<file path="src/rtl/calc_seq_pkg.sv">
// Shared op encodings, FSM state type and per-op iteration count for calc_seq_core.
// CALC_SEQ_DIV_EN (optional macro) enables the divider datapath in the core and muldiv unit.
package calc_seq_pkg;

   localparam logic [1:0] OP_ADD = 2'b00;
   localparam logic [1:0] OP_SUB = 2'b01;
   localparam logic [1:0] OP_MUL = 2'b10;
   localparam logic [1:0] OP_DIV = 2'b11;

   typedef enum logic [1:0] {
      IDLE = 2'b00,
      RUN  = 2'b01,
      DONE = 2'b10
   } state_t;

   // Iterative ops retire one bit per cycle; everything else needs a single RUN cycle.
   function automatic int unsigned iter_count(input logic [1:0] op, input int unsigned width);
      return ((op == OP_MUL) || (op == OP_DIV)) ? width : 1;
   endfunction

endpackage

</file>
<file path="src/rtl/calc_seq_muldiv.sv">
// Shift-add multiplier / restoring divider on one shared 2*WIDTH working register and counter.
// Loads in 1 cycle, one bit per step; divider path only exists with CALC_SEQ_DIV_EN, no backpressure.
module calc_seq_muldiv
   import calc_seq_pkg::*;
#(
   parameter int WIDTH = 4,
   localparam int CW   = $clog2(WIDTH + 1)
) (
   input  logic               clk,
   input  logic               rst_n,
   input  logic               load,
   input  logic               step,
   input  logic [CW-1:0]      cnt_init,
   input  logic               is_mul,
`ifdef CALC_SEQ_DIV_EN
   input  logic               is_div,
`endif
   input  logic [WIDTH-1:0]   a,
   input  logic [WIDTH-1:0]   b,
   output logic [2*WIDTH-1:0] acc_nxt,
   output logic               last
);

   logic [2*WIDTH-1:0] acc_q, acc_d;
   logic [CW-1:0]      cnt_q, cnt_d;
   logic [WIDTH:0]     mul_sum;
`ifdef CALC_SEQ_DIV_EN
   logic [WIDTH:0]     div_trial;
   logic [WIDTH:0]     div_diff;
`endif

   always_comb begin
      acc_d   = acc_q;
      cnt_d   = cnt_q;
      // Upper half accumulates the product, lower half shifts the multiplier out LSB first.
      mul_sum = {1'b0, acc_q[2*WIDTH-1:WIDTH]} + (acc_q[0] ? {1'b0, b} : '0);
`ifdef CALC_SEQ_DIV_EN
      // Upper half is the partial remainder, lower half shifts dividend out / quotient in.
      div_trial = {acc_q[2*WIDTH-1:WIDTH], acc_q[WIDTH-1]};
      div_diff  = div_trial - {1'b0, b};
`endif
      if (load) begin
         acc_d = {{WIDTH{1'b0}}, a};
         cnt_d = cnt_init;
      end else if (step) begin
         cnt_d = cnt_q - 1'b1;
         if (is_mul) begin
            acc_d = {mul_sum, acc_q[WIDTH-1:1]};
         end
`ifdef CALC_SEQ_DIV_EN
         else if (is_div) begin
            if (!div_diff[WIDTH]) begin
               acc_d = {div_diff[WIDTH-1:0], acc_q[WIDTH-2:0], 1'b1};
            end else begin
               acc_d = {div_trial[WIDTH-1:0], acc_q[WIDTH-2:0], 1'b0};
            end
         end
`endif
      end
   end

   always_ff @(posedge clk or negedge rst_n) begin
      if (!rst_n) begin
         acc_q <= '0;
         cnt_q <= '0;
      end else begin
         acc_q <= acc_d;
         cnt_q <= cnt_d;
      end
   end

   assign acc_nxt = acc_d;
   assign last    = (cnt_q == CW'(1));

endmodule

</file>
<file path="src/rtl/calc_seq_core.sv">
// Sequential ADD/SUB/MUL/DIV core: ADD/SUB/div-by-0 done at T+2, MUL/DIV at T+WIDTH+1 (enabled cycles).
// start ignored while busy, ena=0 freezes all state; DIV needs CALC_SEQ_DIV_EN, else op=11 flags err.
module calc_seq_core
   import calc_seq_pkg::*;
#(
   parameter int WIDTH = 4
) (
   input  logic               clk,
   input  logic               rst_n,
   input  logic               ena,
   input  logic               start,
   input  logic [1:0]         op,
   input  logic [WIDTH-1:0]   a,
   input  logic [WIDTH-1:0]   b,
   output logic               busy,
   output logic               done,
   output logic [2*WIDTH-1:0] result,
   output logic               err
);

   localparam int CW = $clog2(WIDTH + 1);

   state_t             state_q, state_d;
   logic [1:0]         op_q, op_d;
   logic [WIDTH-1:0]   a_q, a_d, b_q, b_d;
   logic [2*WIDTH-1:0] result_q, result_d;
   logic               err_q, err_d;

   logic               md_load, md_step, md_is_mul, md_last;
   logic [CW-1:0]      cnt_init;
   logic [2*WIDTH-1:0] md_acc_nxt;
   logic [WIDTH:0]     add_sum, sub_diff;

   always_comb begin
      state_d  = state_q;
      op_d     = op_q;
      a_d      = a_q;
      b_d      = b_q;
      result_d = result_q;
      err_d    = err_q;
      md_load  = 1'b0;
      md_step  = 1'b0;
      add_sum  = {1'b0, a_q} + {1'b0, b_q};
      sub_diff = {1'b0, a_q} - {1'b0, b_q};
      cnt_init = CW'(iter_count(op, WIDTH));
`ifdef CALC_SEQ_DIV_EN
      if ((op == OP_DIV) && (b == '0)) cnt_init = CW'(1);
`else
      if (op == OP_DIV) cnt_init = CW'(1);
`endif
      if (ena) begin
         case (state_q)
            IDLE: begin
               if (start) begin
                  state_d = RUN;
                  op_d    = op;
                  a_d     = a;
                  b_d     = b;
                  md_load = 1'b1;
               end
            end
            RUN: begin
               md_step = 1'b1;
               if (md_last) begin
                  state_d = DONE;
                  err_d   = 1'b0;
                  case (op_q)
                     OP_ADD:  result_d = {{(WIDTH-1){1'b0}}, add_sum};
                     // Bit WIDTH of the widened difference is the borrow.
                     OP_SUB:  result_d = {{(WIDTH-1){1'b0}}, sub_diff};
                     OP_MUL:  result_d = md_acc_nxt;
                     default: begin
`ifdef CALC_SEQ_DIV_EN
                        if (b_q == '0) begin
                           err_d    = 1'b1;
                           result_d = {a_q, {WIDTH{1'b1}}};
                        end else begin
                           result_d = md_acc_nxt;
                        end
`else
                        err_d    = 1'b1;
                        result_d = '0;
`endif
                     end
                  endcase
               end
            end
            DONE:    state_d = IDLE;
            default: state_d = IDLE;
         endcase
      end
   end

   always_ff @(posedge clk or negedge rst_n) begin
      if (!rst_n) begin
         state_q  <= IDLE;
         op_q     <= OP_ADD;
         a_q      <= '0;
         b_q      <= '0;
         result_q <= '0;
         err_q    <= 1'b0;
      end else begin
         state_q  <= state_d;
         op_q     <= op_d;
         a_q      <= a_d;
         b_q      <= b_d;
         result_q <= result_d;
         err_q    <= err_d;
      end
   end

   assign md_is_mul = (op_q == OP_MUL);

   calc_seq_muldiv #(.WIDTH(WIDTH)) u_muldiv (
      .clk      (clk),
      .rst_n    (rst_n),
      .load     (md_load),
      .step     (md_step),
      .cnt_init (cnt_init),
      .is_mul   (md_is_mul),
`ifdef CALC_SEQ_DIV_EN
      .is_div   ((op_q == OP_DIV) && (b_q != '0)),
`endif
      .a        (a),
      .b        (b_q),
      .acc_nxt  (md_acc_nxt),
      .last     (md_last)
   );

   assign busy   = (state_q == RUN);
   assign done   = (state_q == DONE);
   assign result = result_q;
   assign err    = err_q;

endmodule

</file>
<file path="config.mk">
export PLATFORM = sky130hd
export DESIGN_NAME = calc_seq_core
export DESIGN_NICKNAME = d
export VERILOG_FILES = /design/src/rtl/calc_seq_pkg.sv /design/src/rtl/calc_seq_muldiv.sv /design/src/rtl/calc_seq_core.sv
export SDC_FILE = /design/constraint.sdc
export NUM_CORES = 1
export LEC_CHECK = 0
export CELL_PAD_IN_SITES_DETAIL_PLACEMENT = 1
export CELL_PAD_IN_SITES_GLOBAL_PLACEMENT = 1
export CORE_ASPECT_RATIO = 1.25
export CORE_MARGIN = 3
export CORE_UTILIZATION = 51
export DETAILED_ROUTE_END_ITERATION = 12
export DONT_BUFFER_PORTS = 1
export GPL_TIMING_DRIVEN = 1
export PLACE_DENSITY_LB_ADDON = 0.1
export SKIP_LAST_GASP = 1
export SLEW_MARGIN = 20
export SYNTH_ARGS = -nofsm -noshare
export SYNTH_HDL_FRONTEND = slang
export SYNTH_SLANG_ARGS = --single-unit
export TNS_END_PERCENT = 50
</file>
<file path="constraint.sdc">
create_clock -name clk -period 4.9 [get_ports clk]
set_input_delay 0.98 -clock clk [delete_from_list [all_inputs] [get_ports clk]]
set_output_delay 0.98 -clock clk [all_outputs]
set_load 0.02 [all_outputs]
</file>
# Word level (Yosys, flattened, before mapping)

Index checks and enable logic that the tools add are counted.

Output and inout port bits: 11
Register bits: 32
Input port bits: 14
Word-level logic and storage cells: 47

Multiplexer cells: 18
Add/subtract/negate cells: 4
Equality and inequality tests: 9
Reduce and logical (&&, ||, !) cells: 8

Operators with widths:

| kind                                                                  | count |
|---|---|
| 8-bit two-way mux                                                     | 3 |
| 8-bit one-hot mux with 3 select lines                                 | 1 |
| 3-bit two-way mux                                                     | 4 |
| 3-bit AND reduction                                                   | 3 |
| 2-bit equality test, second input constant                            | 4 |
| 1-bit two-way mux                                                     | 6 |
| 4-bit by 4-bit adder with 5-bit output                                | 1 |
| 4-bit by 5-bit adder with 5-bit output                                | 1 |
| 4-bit by 4-bit subtractor with 5-bit output                           | 1 |
| 2-bit by 1-bit equality test with 1-bit output, second input constant | 2 |
| 2-bit logical NOT                                                     | 2 |
| 2-bit two-way mux                                                     | 2 |
| 4-bit two-way mux                                                     | 1 |
| 2-bit one-hot mux with 2 select lines                                 | 1 |
| 3-bit by 1-bit equality test with 1-bit output, second input constant | 1 |
| 3-bit OR reduction                                                    | 1 |
| 3-bit by 1-bit subtractor with 3-bit output, second input constant    | 1 |
| 2-bit by 1-bit != test with 1-bit output, second input constant       | 1 |
| 2-bit != test, second input constant                                  | 1 |
| 2-bit nonzero test                                                    | 1 |
| 1-bit logical OR                                                      | 1 |

# Depth between registers and ports, before layout

Gate-level depths: netlist of run 1.

Word-level depth: 6
Depth in mapped cells: 9
Mapped depth without buffers: 9

# By module

From an unflattened synthesis of run 1, not the netlist that was laid out.

Cells, all modules: 187
Area, all modules: 1,814.2 um2

By module, submodules not included:

| module          | area each (um2) | instances | sequential area each (um2) | cells each |
|---|---|---|---|---|
| calc_seq_core   | 1,107.3         | 1         | 525.5                      | 114 |
| calc_seq_muldiv | 706.9           | 1         | 275.3                      | 73 |

# Least setup slack after synthesis of run 1

No wires, ideal clock.

Path kind: flip-flop to flip-flop
From: register op_q[0]
To: register result_q[4], in the netlist result[4]
Setup time: 0.126 ns
Arrival time: 1.922 ns
Setup slack: 2.852 ns
Path buffers: 0
Stages on the path, launching flop included: 8
Data required time: 4.774 ns
Path through: dfrtp_1 nor2b_1 mux2i_1 fa_1 a21o_1 a21oi_1 nor4_1 o32a_1

Word-level cells in the longest chain between the ends: 5
Elaborated cells on any way between the ends: 7

Ends and longest elaborated chain:

| item                                    | line                                      | RTL |
|---|---|---|
| start, declared                         | calc_seq_core.sv:24                       | `logic [1:0] op_q, op_d;` |
| start signal, assigned                  | calc_seq_core.sv:104                      | `op_q <= op_d;` |
| 2-bit equality test                     | calc_seq_core.sv:67, calc_seq_core.sv:112 |  |
| 8-bit two-way mux                       | calc_seq_muldiv.sv:47                     | `if (is_mul) begin` |
| 8-bit two-way mux                       | calc_seq_muldiv.sv:45                     | `end else if (step) begin` |
| 8-bit two-way mux                       | calc_seq_muldiv.sv:42                     | `if (load) begin` |
| 8-bit one-hot mux with 3 select lines * | calc_seq_core.sv:67                       | `case (op_q)` |
| end signal, assigned                    | calc_seq_core.sv:107                      | `result_q <= result_d;` |
| end, declared                           | calc_seq_core.sv:26                       | `logic [2*WIDTH-1:0] result_q, result_d;` |

Mark *: on every way between the ends. The rest lies on a longest branch, timed or not.
A chain may end at the register's enable or synchronous reset.

# Worst setup path in the final report of run 1

Same ends and word-level chain as after synthesis.

==> summary.txt, run 1 <==
Drt
  – Via density: 5.91
  – DR WL/cell: around 18 um
  – DRC Markers: 0
  – Routed via count: approximately 1,400
  – 1st-pass router iterations: 4
  – Iteration-0 DRC count of the detailed router: 61
  – Routed Antenna Nets: 0
  – Total wire length: ~4.2 mm

Pwr
  – Worst vdd ir: between 0.5 and 0.6 mV
  – Total power per unit cell area: 758 nW/um^2
  – Sw frac: about two fifths
  – Final Power: 1.47 mW
  – Comb pwr share: between 40% and 50%
  – Switching pwr: 618 uW
  – Internal power: 854 uW
  – Leak pwr: 0.913 nW
  – Clock Power Share: 19.0%
  – Flop pwr share: 36.1%

Worst hold path
  – HP Class: input port to asynchronous set/reset pin

Worst setup path
  – CP Launch Type: flop
  – Worst Setup SP: op_q[0]$_DFFE_PN0P_
  – Worst r2r src: op_q[0]$_DFFE_PN0P_
  – Crit path required time: 5.08 ns
  – Setup CP Type: flop to flop
  – RR Endpoint: result[4]$_DFFE_PN0P_
  – Arr. time, crit path: ~2.5 ns
  – CP max FO: 7
  – Crit. End Element: flop
  – Reg2reg path depth: 7
  – Flop-to-flop setup slack: ~2.6 ns

CTS
  – Clock sink total: 32
  – Post-CTS setup buffer count: 0
  – Num CTS Buffers: 5
  – Worst skew pair latency: 0.29 ns
  – CTS max path bufs: 2
  – Clk pin slew, worst setup/hold paths: 0.07 ns
  – CTS Hold Bufs: 0
  – CTS root buf: clkbuf_8
  – H-tree depth: 2
  – TritonCTS clock tree: done
  – CTS resizes: 0

GRT
  – Antenna violations before repair: 0
  – Vias in the first global route: about 1,500
  – GR Overflow Total: 0
  – Largest net degree at the start of global routing: 33
  – Global Route Usage Sum: 21.6%
  – Global-route wire length before repair: about 6.8 mm

Synthesis
  – Syn Inst Count: roughly 190
  – Cell Area, Synth: 1810 sq um
  – Post-synth top flop: dfrtp_1
  – Post-synthesis sequential area ratio: 44.4%
  – Asr flop ratio synth: between 90% and 100%
  – Ys Warns: 0
  – Count of different cell masters after synthesis: 45
  – EDFF count, synth: 0
  – Post-Syn Nets: 219
  – Seq cells post-synth: 32
  – Mean Syn Cell Area: 9.40 sq um

Cells and area
  – Inserted Diodes: 0
  – Fin cells: 231
  – Fin area: slightly below 2000 sq um
  – Fraction of layout cells with a size suffix above 1: 5.67%
  – Nets: 220
  – Area Overhead vs Synth: 7.48%

Timing
  – Setup TNS: 0 ns
  – Unrepaired setup endpoints after global routing: no
  – # setup viols final: 0
  – Final setup margin: 2.57 ns
  – Final hold viol count: 0
  – Slew Viols, Final: 0
  – Worst Tran Pin Value: 0.934 ns
  – Min Tclk post-route: between 2 and 2.5 ns
  – Slew headroom: between 30% and 40%
  – Ratio of final minimum period to clock period: 47.5%
  – Fmax: 430 MHz
  – Clk_skew: between 0.007 and 0.008 ns

Job
  – Max cap viols: 0

Die
  – Die X: between 50 and 60 um
  – Site Rows: 23
  – Die area: ~4300 sq um
  – Die span in y: 72.5 um
  – Starting Density: 54.6%
  – Core area: 3310 sq um
  – I/O pin total: 25

Placement
  – Placed cell areas: 1810 sq um
  – Post-Place Cells: 223
  – GP Congestion: roughly 0.81
  – PortBufs: 0
  – DP Wirelength: 3.11 mm
  – Pre-CTS setup slack: 2.44 ns

Outcome
  – Status: finished, final reports clean
## power by group through the flow
| stage | Combinational, mW | Sequential (mW) | Clock (mW) |
|---|---|---|---|
| 2_1_floorplan | 0.533 | 0.499 | 0 |
| 3_3_place_gp | 0.621 | 0.528 | 0 |
| 3_5_place_dp | 0.663 | 0.536 | 0 |
| 4_1_cts | 0.670 | 0.532 | 0.284 |
| 5_1_grt | 0.747 | 0.551 | 0.296 |
| 6_report | 0.661 | 0.531 | 0.279 |
## placed cells by master (no fill, tap or decap), types with 2 or more instances in the layout
cell type  synthesis  layout
a211oi_1           2       2
a21o_1             2       2
a21oi_1           13      13
a22o_1             2       2
a31o_1             3       3
a31oi_1            2       2
and2_1             3       3
and3_1             2       2
clkbuf_8           0       7
dfrtp_1           32      32
fa_1               2       2
ha_1              11      11
inv_1             14      14
nand2_1           31      31
nand2b_1           3       3
nand3_1            2       2
nand3b_1           2       2
nor2_1            14      14
nor2b_1            3       3
nor3_1             2       2
nor3b_1            2       2
nor4_1             2       2
o21ai_0           11      11
o21ai_1            2       2
o31ai_1            2       2
xnor2_1            5       5
xor2_1             2       2
## cell type report
cell class              instances  area (sq um)
clock inverters                 1          30.0
flip-flops and latches         32           801
inverters                      14          52.6
well taps                      37          46.3
clock buffers                   7          96.3
multi-input cells             140           915
fillers                       374          1370
## registers in the layout, summed over array words and instances, names as in the netlist
register        flops
a_q                 4
b_q                 4
err                 1
op_q                2
result              8
state_q             2
u_muldiv.acc_q      8
u_muldiv.cnt_q      3
## through the flow
step	util [%]	hold WS [ns]
2_1_floorplan	-	0.452
3_3_place_gp	54.8	0.466
3_5_place_dp	54.8	0.485
4_1_cts	58.6	0.375
5_1_grt	58.6	0.359
6_report	58.6	0.377
## synth_stat cells (3+ instances only)
master | instances | area share [%]
a21oi_1 | 13 | 3.6
a31o_1 | 3 | 1.5
and2_1 | 3 | 1.0
buf_2 | 3 | 0.83
dfrtp_1 | 32 | 44
ha_1 | 11 | 7.6
inv_1 | 14 | 2.9
nand2_1 | 31 | 6.4
nand2b_1 | 3 | 1.0
nor2_1 | 14 | 2.9
nor2b_1 | 3 | 1.0
o21ai_0 | 11 | 3.0
xnor2_1 | 5 | 2.4
## cell families (layout without fill, tap and decap cells)
family | after synthesis | count (layout) | share of synthesized area [%]
AND/OR/NAND/NOR | 73 | 73 | 20.6
flip-flops | 32 | 32 | 44.4
adder cells (fa/ha/maj) | 13 | 13 | 9.84
XOR/XNOR | 7 | 7 | 3.40
multiplexers | 1 | 1 | 0.554
AO/OA/AOI/OAI | 46 | 46 | 16.3
buffers and inverters | 20 | 22 | 4.99
## layer usage
layer	vias up	GRT usage, %	wire length (um)
met5	-	0	0
met4	0	9.82	112
met3	10	4.80	164
met2	32	36.8	2130
met1	668	25.4	1800
li1	656	-	-
## how the worst max path moves through the flow
| stage | to | slack (ns) | cells past startpoint |
|---|---|---|---|
| final | result[4]$_DFFE_PN0P_ | 2.57 | 7 |
| after global routing | result[4]$_DFFE_PN0P_ | 2.46 | 7 |
| after CTS | result[4]$_DFFE_PN0P_ | 2.57 | 7 |
| after detailed placement | result[3]$_DFFE_PN0P_ | 2.44 | 4 |
| after global placement | result[3]$_DFFE_PN0P_ | 2.51 | 4 |
| after floorplan | result[4]$_DFFE_PN0P_ | 2.85 | 7 |
## critical path, cell delays in order, from the launching register on
cell and delay (ns):
dfrtp_1 0.46, nor2b_1 0.28, mux2i_1 0.18, fa_1 0.47, a21o_1 0.19, a21oi_1 0.21, nor4_1 0.08, o32a_1 0.33
(Power assumes the default switching activity.)
==> run 2: changes to the inputs <==
CORE_UTILIZATION = 48   (was 51)
clock period = 2.4 ns   (was 4.9 ns; I/O delays follow)
==> run 2 against run 1 <==
  * Highest routed layer unchanged
  * Clock-buffer cell count is 1 lower
  * Power grew 99%
  * Cell count rose by 2.6%
==> summary.txt, run 2 (same netlist as run 1, synthesis figures left out) <==
Timing
  – Slew Viols, Final: 0 (unchanged)
  – Fmax: 452 MHz (+5.0%)
  – # setup viols final: 0 (unchanged)
  – Ratio of final minimum period to clock period: 92.3% (+45 points)
  – Final setup margin: 0.186 ns (-2.39 ns)
  – Clk_skew: 0.00954 ns (+0.00198 ns)
  – Unrepaired setup endpoints after global routing: no
  – Setup TNS: 0 ns (unchanged)
  – Worst Tran Pin Value: 0.476 ns (-0.459 ns)
  – Min Tclk post-route: 2.21 ns (-0.111 ns)
  – Slew headroom: 68.3% (+31 points)
  – Final hold viol count: 0 (unchanged)

Worst setup path
  – Crit. End Element: flop
  – Worst r2r src: b_q[1]$_DFFE_PN0P_
  – RR Endpoint: result[4]$_DFFE_PN0P_
  – Arr. time, crit path: 2.39 ns (-0.11 ns)
  – Setup CP Type: flop to flop
  – CP Launch Type: flop
  – Reg2reg path depth: 8 (+1)
  – CP max FO: 4 (-3)
  – Flop-to-flop setup slack: 0.19 ns (-2.39 ns)
  – Crit path required time: 2.57 ns (-2.51 ns)

Die
  – I/O pin total: 25 (unchanged)
  – Starting Density: 51.0% (-3.6 points)
  – Site Rows: 24 (+4.3%)
  – Die X: 60.9 um (+2.8%)
  – Die span in y: 74.6 um (+2.8%)
  – Core area: 3540 sq um (+7.1%)
  – Die area: 4540 sq um (+5.7%)

GRT
  – GR Overflow Total: 0 (unchanged)
  – Largest net degree at the start of global routing: 33 (unchanged)
  – Antenna violations before repair: 0 (unchanged)
  – Global Route Usage Sum: 22.1% (+0.48 points)
  – Vias in the first global route: 1,587 (+9.4%)
  – Global-route wire length before repair: 7.40 mm (+8.1%)

Drt
  – Routed via count: 1,385 (+1.4%)
  – Iteration-0 DRC count of the detailed router: 29 (-52%)
  – Via density: 5.84 (-1.2%)
  – DRC Markers: 0 (unchanged)
  – Routed Antenna Nets: 0 (unchanged)
  – Total wire length: 4.42 mm (+5.0%)
  – 1st-pass router iterations: 4 (unchanged)
  – DR WL/cell: 18.6 um (+2.4%)

Cells and area
  – Commonest non-fill, non-tap cell in the layout: dfrtp_1
  – Register area: 801 sq um (unchanged)
  – Inserted Diodes: 0 (unchanged)
  – Fillers: 414 (+11%)
  – Area of the multi-input gates: 921 sq um (+0.68%)
  – Fraction of layout cells with a size suffix above 1: 8.59% (+2.9 points)
  – Fin area: 1960 sq um (+0.90%)
  – Nets: 224 (+1.8%)
  – Commonest non-fill, non-tap cells in the layout: dfrtp_1, nand2_1, inv_1, nor2_1, a21oi_1
  – Fin cells: 237 (+2.6%)
  – Area Overhead vs Synth: 8.45%

Worst hold path
  – HP Class: input port to asynchronous set/reset pin

CTS
  – Clock sink total: 32 (unchanged)
  – Num CTS Buffers: 5 (unchanged)
  – CTS max path bufs: 2 (unchanged)
  – H-tree depth: 2 (unchanged)
  – TritonCTS clock tree: done
  – Post-CTS setup buffer count: 0 (unchanged)
  – Clk pin slew, worst setup/hold paths: 0.07 ns (about the same)
  – Worst skew pair latency: 0.28 ns (about the same)
  – CTS root buf: clkbuf_8

Outcome
  – Status: finished, final reports clean

Placement
  – GP Congestion: 0.824 (+1.4%)
  – PortBufs: 0 (unchanged)
  – Post-Place Cells: 228 (+2.2%)
  – DP Wirelength: 3.38 mm (+8.9%)
  – Pre-CTS setup slack: 0.119 ns (-2.33 ns)
  – Placed cell areas: 1840 sq um (+1.4%)

Pwr
  – Leak pwr: 0.925 nW (+1.3%)
  – Total power per unit cell area: 1500 nW/um^2 (+98%)
  – Worst vdd ir: 0.725 mV (+45%)

Job
  – Max cap viols: 0 (unchanged)
[run 2: cell count changes in the layout (fill, tap and decap cells not counted), sizes merged]
cell | previous run | this run
buf | 0 | 4
bufinv | 1 | 0
clkbuf | 7 | 6
clkinv | 0 | 2
[run 2: power breakdown]
group          internal [mW]  leakage [nW]  switching [mW]
sequential             0.782         0.398           0.292
clock                  0.229        0.0510           0.201
combinational          0.629         0.476           0.799
total                   1.64         0.925            1.29
[run 2: critical path, stage by stage, from the launching register on]
cell and delay, ns:
dfrtp_1 0.41, inv_1 0.08, ha_1 0.28, mux2i_1 0.11
fa_1 0.44, a21o_1 0.21, a21oi_2 0.16, nor4_1 0.07
o32a_1 0.34
[run 2: metrics by stage]
| step | util (%) | power [mW] | hold WS, ns |
|---|---|---|---|
| after detailed placement | 51.9 | 2.48 | 0.185 |
| after global routing | 55.3 | 3.23 | 0.0208 |
| after global placement | 51.9 | 2.37 | 0.185 |
| after floorplan | - | 2.11 | 0.184 |
| final | 55.3 | 2.93 | 0.0149 |
| after CTS | 55.1 | 2.94 | 0.0195 |
[run 2: worst max path at each step]
stage / start / to / slack [ns] / cells past startpoint
after floorplan: op_q[0]$_DFFE_PN0P_ / result[4]$_DFFE_PN0P_ / 0.35 / 7
after global placement: op_q[1]$_DFFE_PN0P_ / result[4]$_DFFE_PN0P_ / 0.24 / 7
after detailed placement: op_q[1]$_DFFE_PN0P_ / result[4]$_DFFE_PN0P_ / 0.12 / 7
after CTS: op_q[1]$_DFFE_PN0P_ / result[4]$_DFFE_PN0P_ / 0.11 / 7
after global routing: b_q[1]$_DFFE_PN0P_ / result[4]$_DFFE_PN0P_ / 0.05 / 8
final: b_q[1]$_DFFE_PN0P_ / result[4]$_DFFE_PN0P_ / 0.19 / 8
[run 2: cell type report]
class                           count  area share [%]
Multi-Input combinational cell    140            47.0
Clock buffer                        6            4.22
Timing Repair Buffer                4            2.17
Inverter                           14            2.68
Sequential cell                    32            40.9
Tap cell                           39            2.49
Clock inverter                      2           0.511
[run 2: metal layers]
| metal | global-route usage (%) | vias to the layer above | part of all wire (%) | wire length, um |
|---|---|---|---|---|
| met5 | 0 | - | 0 | 0 |
| li1 | - | 666 | - | - |
| met2 | 39.2 | 33 | 53 | 2350 |
| met1 | 24.5 | 675 | 40 | 1770 |
| met4 | 10.4 | 0 | 2.4 | 107 |
| met3 | 5.03 | 11 | 4.4 | 196 |
[run 2: repair_timing]
action	4_1_cts	5_1_grt
endpoints found under the hold margin	32	0
endpoints found under the setup margin	0	1
resized for setup	0	2
hold buffers	1	0
